<file path="config.mk">
export PLATFORM = sky130hd
export DESIGN_NAME = accum_cpu_gen2
export DESIGN_NICKNAME = d
export VERILOG_FILES = /design/src/rtl/accum_cpu_gen2.sv
export SDC_FILE = /design/constraint.sdc
export NUM_CORES = 1
export LEC_CHECK = 0
export ABC_AREA = 0
export CORE_MARGIN = 10
export CORE_UTILIZATION = 35
export CTS_CLUSTER_DIAMETER = 150
export CTS_CLUSTER_SIZE = 16
export DETAILED_ROUTE_END_ITERATION = 10
export PLACE_DENSITY = 0.6
export SETUP_SLACK_MARGIN = 0.5
export SLEW_MARGIN = 0
export SYNTH_ARGS = -nofsm -noshare
export SYNTH_HDL_FRONTEND = slang
export SYNTH_SLANG_ARGS = --single-unit
</file>
<file path="constraint.sdc">
create_clock -name clk -period 2.87 [get_ports clk]
set_clock_uncertainty 0.2 [all_clocks]
set_input_delay 0.574 -clock clk [delete_from_list [all_inputs] [get_ports clk]]
set_output_delay 0.574 -clock clk [all_outputs]
set_load 0.005 [all_outputs]
</file>
<file path="src/rtl/accum_cpu_gen2.sv">
// ============================================================================
// Module   : accum_cpu_gen2
// Brief    : Parametrised accumulator processor with load/run handshake,
//            zero/carry flags, carry arithmetic and conditional jumps.
// Revision : 1.0 - initial release
// ============================================================================
`default_nettype none

module accum_cpu_gen2 #(
  parameter int DW = 8,
  parameter int AW = 4
) (
  input  logic          clk,
  input  logic          reset,
  input  logic          we,
  input  logic [AW-1:0] wr_addr,
  input  logic [DW+3:0] wr_data,
  input  logic          start,
  output logic [DW-1:0] ac,
  output logic [AW-1:0] pc,
  output logic          zf,
  output logic          cf,
  output logic          busy,
  output logic          halted
);

  localparam logic [3:0] OP_NOP  = 4'h0;
  localparam logic [3:0] OP_LOAD = 4'h1;
  localparam logic [3:0] OP_ADD  = 4'h2;
  localparam logic [3:0] OP_SUB  = 4'h3;
  localparam logic [3:0] OP_AND  = 4'h4;
  localparam logic [3:0] OP_OR   = 4'h5;
  localparam logic [3:0] OP_XOR  = 4'h6;
  localparam logic [3:0] OP_NOT  = 4'h7;
  localparam logic [3:0] OP_SHL  = 4'h8;
  localparam logic [3:0] OP_SHR  = 4'h9;
  localparam logic [3:0] OP_HALT = 4'hA;
  localparam logic [3:0] OP_JMP  = 4'hB;
  localparam logic [3:0] OP_JZ   = 4'hC;
  localparam logic [3:0] OP_JC   = 4'hD;
  localparam logic [3:0] OP_ADC  = 4'hE;

  typedef enum logic [2:0] {
    S_IDLE    = 3'd0,
    S_FETCH   = 3'd1,
    S_DECODE  = 3'd2,
    S_EXECUTE = 3'd3,
    S_HALT    = 3'd4
  } state_t;

  state_t        state;
  logic [DW+3:0] mem [2**AW];
  logic [DW+3:0] ir;

  logic [3:0]    opcode;
  logic [DW-1:0] opnd;
  logic [DW-1:0] alu_ac;
  logic          alu_cf;
  logic          upd_z;
  logic          jump;
  logic          loadable;

  assign opcode   = ir[DW+3:DW];
  assign opnd     = ir[DW-1:0];
  assign loadable = (state == S_IDLE) || (state == S_HALT);

  // Program memory has no reset so a loaded program survives a reset.
  always_ff @(posedge clk) begin
    if (we && loadable) begin
      mem[wr_addr] <= wr_data;
    end
  end

  always_comb begin
    alu_ac = ac;
    alu_cf = cf;
    upd_z  = 1'b0;
    jump   = 1'b0;
    case (opcode)
      OP_LOAD: begin alu_ac = opnd;        upd_z = 1'b1; end
      OP_ADD:  begin {alu_cf, alu_ac} = {1'b0, ac} + {1'b0, opnd}; upd_z = 1'b1; end
      OP_SUB:  begin
        alu_ac = ac - opnd;
        alu_cf = (ac < opnd);
        upd_z  = 1'b1;
      end
      OP_AND:  begin alu_ac = ac & opnd;   upd_z = 1'b1; end
      OP_OR:   begin alu_ac = ac | opnd;   upd_z = 1'b1; end
      OP_XOR:  begin alu_ac = ac ^ opnd;   upd_z = 1'b1; end
      OP_NOT:  begin alu_ac = ~ac;         upd_z = 1'b1; end
      OP_SHL:  begin
        alu_cf = ac[DW-1];
        alu_ac = {ac[DW-2:0], 1'b0};
        upd_z  = 1'b1;
      end
      OP_SHR:  begin
        alu_cf = ac[0];
        alu_ac = {1'b0, ac[DW-1:1]};
        upd_z  = 1'b1;
      end
      OP_JMP:  jump = 1'b1;
      OP_JZ:   jump = zf;
      OP_JC:   jump = cf;
      OP_ADC:  begin
        {alu_cf, alu_ac} = {1'b0, ac} + {1'b0, opnd} + {{DW{1'b0}}, cf};
        upd_z = 1'b1;
      end
      default: begin end
    endcase
  end

  always_ff @(posedge clk or posedge reset) begin
    if (reset) begin
      state  <= S_IDLE;
      ir     <= '0;
      ac     <= '0;
      pc     <= '0;
      zf     <= 1'b0;
      cf     <= 1'b0;
      busy   <= 1'b0;
      halted <= 1'b0;
    end else begin
      case (state)
        S_IDLE, S_HALT: begin
          if (start) begin
            state  <= S_FETCH;
            ac     <= '0;
            pc     <= '0;
            zf     <= 1'b0;
            cf     <= 1'b0;
            busy   <= 1'b1;
            halted <= 1'b0;
          end
        end
        S_FETCH: begin
          ir    <= mem[pc];
          pc    <= pc + 1'b1;
          state <= S_DECODE;
        end
        S_DECODE: state <= S_EXECUTE;
        S_EXECUTE: begin
          ac <= alu_ac;
          cf <= alu_cf;
          if (upd_z) zf <= (alu_ac == '0);
          // Jump target is the low AW bits of the operand (AW <= DW assumed).
          if (jump) pc <= opnd[AW-1:0];
          if (opcode == OP_HALT) begin
            state  <= S_HALT;
            busy   <= 1'b0;
            halted <= 1'b1;
          end else begin
            state <= S_FETCH;
          end
        end
        default: state <= S_IDLE;
      endcase
    end
  end

endmodule

`default_nettype wire
</file>
==> results.md, run 1 <==
* Status: complete, but fails checks
* Violated checks: negative setup slack
* RSZ-0062 raised after global routing: true
* Power Density at 997 nW/um2
* Clock transition at path regs at 80 ps
* Starting Density at 35.7%
* Post-route DRC at 0
* Drt initial violations at 537
* R2R Setup Slk at -170 ps
* Remaining global-route overflow at 0
* Die Ht at 195 um
* Number of global-route vias before repair at 7,048
* Worst slew pin tran at 1040 ps
* DR vias at 7,088
* Total CTS buffers at 17
* Worst path required time at 3060 ps
* Largest fanout on the critical path at 2
* Met1 usage at 18.4%
* Pleak at 0.00460 uW
* IO Pins at 36
* Most common cell after layout, fill and taps aside: edfxtp_1
* Seq cells post-synth at 223
* Drt pass-1 iters at 5
* Core area at 29,900 um2
* Hold Vio Cnt, Final at 0
* Slew Viols, Final at 0
* Crit path DAT at 3230 ps
* IO Port Bufs at 35
* Setup WS post-layout at -166 ps
* Maximum clock path buffer count at 3
* M2 GR Usage at 23.6%
* Hold Buf Count CTS at 0
* Endpoints failing setup at 5
* Most frequent cells in the layout: edfxtp_1 (192), buf_4 (101), nand2_1 (59)
* # diodes at 0
* Worst Reg-to-Reg Cells at 12
* Tcrit/Tclk final at 106%
* Post-Syn Nets at 831
* DP Wirelength at 18.9 mm
* Total Wirelength at 27.0 mm
* Grt met3 use at 1.38%
* Clock root cell: clkbuf_16
* Synth Flop Type: edfxtp_1
* CP startpoint kind: flip-flop
* RR Endpoint: zf
* Area Growth Syn to Fin at 23.3%
* Syn_area_per_cell at 13.6 um2
* Post-synth EDFFs at 192
* Via-per-instance ratio at 5.43
* Ys async rst share at 13.9%
* FMAX at 0.329 GHz
* Critical R2R Launch: ir[0]
* Largest net degree at the start of global routing at 36
* Dpl cells at 1,264
* Yosys warning total at 0
* Crit path from: ir[0]
* Slew HR at 30.7%
* Die ar. at 37,900 um2
* Layout cells sized above 1 at 26.3%
* Avg WL per Cell at 20.7 um
* Sequential share of the synthesized area at 61.3%
* Post-route ant nets at 0
* Worst setup EP type: flip-flop
* Nets at 955
* Max VDD drop at 0.606 mV
* Site Rows at 63
* Busiest grt layer: met2
* Non-filler cells, final at 1,306
* Max-Cap Viols at 0
* Antenna violations before repair at 0
* Crit Path Category: reg2reg
* Post-synthesis cell count at 782
* CTS tree: done
* RD Place Congestion at 0.906
* Dpl ws at -275 ps
* Global-route usage over all layers at 13.8%
* Hold Path Class: reg2reg
* Yosys cell types at 72
* Clock Sinks at 223
* Post-Syn Area at 10,700 um2
* Clock latency on the worst-skew pair at 490 ps
* Die span in x at 195 um
* Wire length of the first global-routing pass at 41.9 mm
* CTS H-tree lvls at 1
* Worst Setup EP: zf
* Final Critical Period at 3040 ps
==> metal layers <==
metal / wire [um] / vias to the layer above
met2: 13400 / 188
met1: 11900 / 3568
met4: 388 / 0
met5: 0 / -
li1: - / 3303
met3: 1280 / 29
==> where the power goes <==
group	internal (uW)	switching, uW
registers	3750	249
logic	3260	3690
clock network	1120	1040
==> final cells by class <==
class	instances	area [um2]
clock buffer	29	472
fill	2675	16700
inverter	34	128
multi-input combinational	480	4210
sequential	223	6550
tap	390	488
timing repair buffer	150	1310
==> repair_timing <==
| action | 4_1_cts | 5_1_grt |
|---|---|---|
| cloned | 1 | 0 |
| gates resized for setup | 47 | 39 |
| pin swaps | 14 | 12 |
| setup buffers | 9 | 3 |
| endpoints found under the setup margin | 65 | 51 |
==> synth_stat cells, types with 3 or more instances <==
| library cell | number | area (um2) |
|---|---|---|
| edfxtp_1 | 192 | 5770 |
| nand2_1 | 61 | 229 |
| mux2i_1 | 55 | 551 |
| nor2_1 | 42 | 158 |
| o221ai_1 | 39 | 342 |
| o21ai_0 | 36 | 180 |
| inv_1 | 33 | 124 |
| dfrtp_1 | 31 | 776 |
| a21oi_1 | 27 | 135 |
| ha_1 | 27 | 338 |
| mux4_2 | 25 | 563 |
| clkbuf_1 | 24 | 90.1 |
| nand3_1 | 15 | 75.1 |
| buf_2 | 14 | 70.1 |
| xnor2_1 | 12 | 105 |
| nor3_1 | 10 | 50.1 |
| nand2b_1 | 9 | 56.3 |
| o211ai_1 | 8 | 60.1 |
| a22o_1 | 6 | 52.6 |
| a22oi_1 | 6 | 45.0 |
| nand3b_1 | 6 | 45.0 |
| a211oi_1 | 5 | 37.5 |
| a31oi_1 | 5 | 31.3 |
| mux2_2 | 5 | 56.3 |
| nor2b_1 | 5 | 31.3 |
| o22ai_1 | 5 | 31.3 |
| a221oi_1 | 4 | 35.0 |
| buf_1 | 4 | 15.0 |
| or3_1 | 4 | 25.0 |
| a221o_1 | 3 | 30.0 |
| a2bb2oi_1 | 3 | 26.3 |
| and3_1 | 3 | 18.8 |
| buf_4 | 3 | 22.5 |
| nor3b_1 | 3 | 22.5 |
==> state kept, by name, summed over array words and instances (netlist names) <==
name / cells
ac: 8
busy: 1
cf: 1
halted: 1
ir: 12
mem: 192
pc: 4
state: 3
zf: 1
==> kinds of logic after synthesis <==
logic type	synth area share [%]
flops	61.3
mux	11.0
simple gates	8.21
fa+ha+maj	3.54
compound gates	11.8
buf+inv	3.05
xor+xnor	1.15
==> worst min-delay path by stage <==
stage / startpoint / to / cells past startpoint
2_1_floorplan: state[2] / state[1] / 1
3_3_place_gp: state[2] / state[1] / 1
6_report: state[2] / state[1] / 1
5_1_grt: state[2] / state[1] / 1
4_1_cts: state[2] / state[1] / 1
3_5_place_dp: state[2] / state[1] / 1
==> through the flow <==
stage	hold WS [ps]	TNS [ps]	total power, uW	instance area, um2	util (%)
2_1_floorplan	236	-256	7710	10800	-
3_3_place_gp	258	-520	10000	12200	40.8
3_5_place_dp	280	-709	10000	12200	40.8
4_1_cts	283	-290	12700	13000	43.4
5_1_grt	325	-1070	13900	13200	44.0
6_report	283	-470	13100	13200	44.0
==> critical path, stage by stage (launching register included) <==
cell and delay, ps:
dfrtp_1 370, ha_2 200, inv_2 40, fa_2 520
inv_2 50, ha_4 220, mux2_4 260, a22oi_2 130
o221ai_2 100, a221o_1 320, nor4_4 180, o211ai_1 140
o41ai_2 210
Note: power is estimated with default switching activity, not from simulation.
==> inputs of run 2 (changes only) <==
--- a/config.mk
+++ b/config.mk
@@ -6,10 +6,11 @@
 export NUM_CORES = 1
 export LEC_CHECK = 0
 export ABC_AREA = 0
+export CAP_MARGIN = 10
 export CORE_MARGIN = 10
 export CORE_UTILIZATION = 35
 export CTS_CLUSTER_DIAMETER = 150
-export CTS_CLUSTER_SIZE = 16
+export CTS_CLUSTER_SIZE = 10
 export DETAILED_ROUTE_END_ITERATION = 10
 export PLACE_DENSITY = 0.6
 export SETUP_SLACK_MARGIN = 0.5
==> run 2 against run 1 <==
Effect of this change:
- the run still ends with negative setup slack left
- combinational power is 0.7% higher
- worst setup slack improved by 11 ps
- power rose by 6.5%
- die area unchanged
- critical endpoint unchanged
- largest cell class unchanged
- highest routed layer unchanged
==> results.md, run 2 (same netlist as run 1, synthesis figures left out) <==
* Status: complete, but fails checks
* Violated checks: negative setup slack
* CTS tree: done
* Worst setup EP type: flip-flop
* Most frequent cells in the layout: edfxtp_1 (192), buf_4 (106), nand2_1 (59)
* CTS H-tree lvls at 1
* Worst Reg-to-Reg Cells at 12
* DR vias at 7,217
* Critical R2R Launch: ir[0]
* Number of global-route vias before repair at 7,222
* Total Wirelength at 27.5 mm
* Crit path buf inv count at 2
* Starting Density at 35.7%
* # diodes at 0
* Drt pass-1 iters at 5
* Antenna violations before repair at 0
* Max-Cap Viols at 0
* Worst slew pin tran at 1030 ps
* Global-route usage over all layers at 13.9%
* Critical-path top delay cell: fa_2
* Pleak at 0.00481 uW
* Max reg flops at 192
* Post-route DRC at 0
* Nets at 970
* Fin util at 45.1%
* Dpl ws at -275 ps
* Setup TNS Final at -350 ps
* Metal-1 WL at 12.3 mm
* Levels on crit path at 12
* Max stage delay on crit path at 520 ps
* Largest Register: mem
* DR WL met3 at 1.22 mm
* Clock latency on the worst-skew pair at 520 ps
* Crit path from: ir[0]
* Largest fanout on the critical path at 2
* Hold Path Class: in2async
* Post-route ant nets at 0
* Crit Path Category: reg2reg
* Maximum clock path buffer count at 3
* Die span in x at 195 um
* Largest net degree at the start of global routing at 36
* Hold Vio Cnt, Final at 0
* Remaining global-route overflow at 0
* Fill cells at 2,647
* IO Pins at 36
* Crit path DAT at 3240 ps
* Die ar. at 37,900 um2
* Most common cell on crit path: inv_2
* Most common cell after layout, fill and taps aside: edfxtp_1
* Hold WS at 267 ps
* RSZ-0062 raised after global routing: true
* Clock root cell: clkbuf_16
* Area Growth Syn to Fin at 26.4%
* Via-per-instance ratio at 5.42
* Drt initial violations at 527
* Met2 routed WL at 13.6 mm
* Final Critical Period at 3020 ps
* Hold Buf Count CTS at 0
* Worst path required time at 3080 ps
* Site Rows at 63
* Die Ht at 195 um
* Top sig layer: met4
* Endpoints failing setup at 5
* Worst path cell trace: ha_2 > inv_2 > fa_2 > inv_2 > ha_4 > mux2_4 > a22oi_2 > o221ai_2 > a221o_1 > nor4_4 > o211ai_1 > o41ai_2
* R2R Setup Slk at -150 ps
* Max VDD drop at 0.540 mV
* Area post-placement at 12,200 um2
* Clock transition at path regs at 60 ps
* Largest registers: mem: 192 flops, ir: 12 flops, ac: 8 flops
* Slew HR at 31.1%
* Avg WL per Cell at 20.7 um
* FMAX at 0.331 GHz
* RD Place Congestion at 0.906
* Total CTS buffers at 26
* Layout cells sized above 1 at 26.8%
* Power Density at 1040 nW/um2
* CP top delay family: adder cells
* Slew Viols, Final at 0
* CP startpoint kind: flip-flop
* Core area at 29,900 um2
* IO Port Bufs at 35
* DP Wirelength at 18.9 mm
* Wire length of the first global-routing pass at 42.5 mm
* Setup WS post-layout at -155 ps
* Clock Sinks at 223
* Finished Cell Area at 13,500 um2
* Tcrit/Tclk final at 105%
[run 2: cell count changes in the layout (fill, tap and decap cells not counted), sizes merged]
cell,before,now
clkbuf,29,47
dlymetal6s2s,1,4
clkdlybuf4s50,32,29
buf,114,120
inv,33,34
[run 2: final timing paths]
path | to
max reg2reg | zf
min reg2reg | state[1]
max | zf
max in group asynchronous | ir[8]
min in group clk | state[1]
min | busy
[run 2: per-stage QoR]
step	power [uW]	instances
global placement	10000	1264
global route	14800	1331
CTS	13600	1324
detailed placement	10000	1264
finish	14000	1331
floorplan	7710	782
[run 2: what timing repair did]
item                                    4_1_cts  5_1_grt
gates cloned                                  1        0
setup buffers                                11        7
pin swaps                                    18       11
endpoints found under the setup margin       65       53
resized for setup                            51       34
[run 2: per-layer routing]
layer  global-route usage, %  up-vias
met3                    1.57       42
met2                    23.7      186
li1                        -     3357
met4                    2.98        0
met5                       0        -
met1                    18.6     3632
[run 2: cell type report]
cell class / count / area, um2 / area share, %
clock buffer: 47 / 751 / 5.57
clock inverter: 1 / 8.76 / 0.0649
tap: 390 / 488 / 3.62
timing repair buffer: 156 / 1370 / 10.2
sequential: 223 / 6550 / 48.6
inverter: 34 / 128 / 0.946
multi-input combinational: 480 / 4190 / 31.1
[run 2: where the power goes]
part           internal, uW  switching, uW
logic                  3290           3710
clock network          1750           1220
registers              3760            249
total                  8800           5170
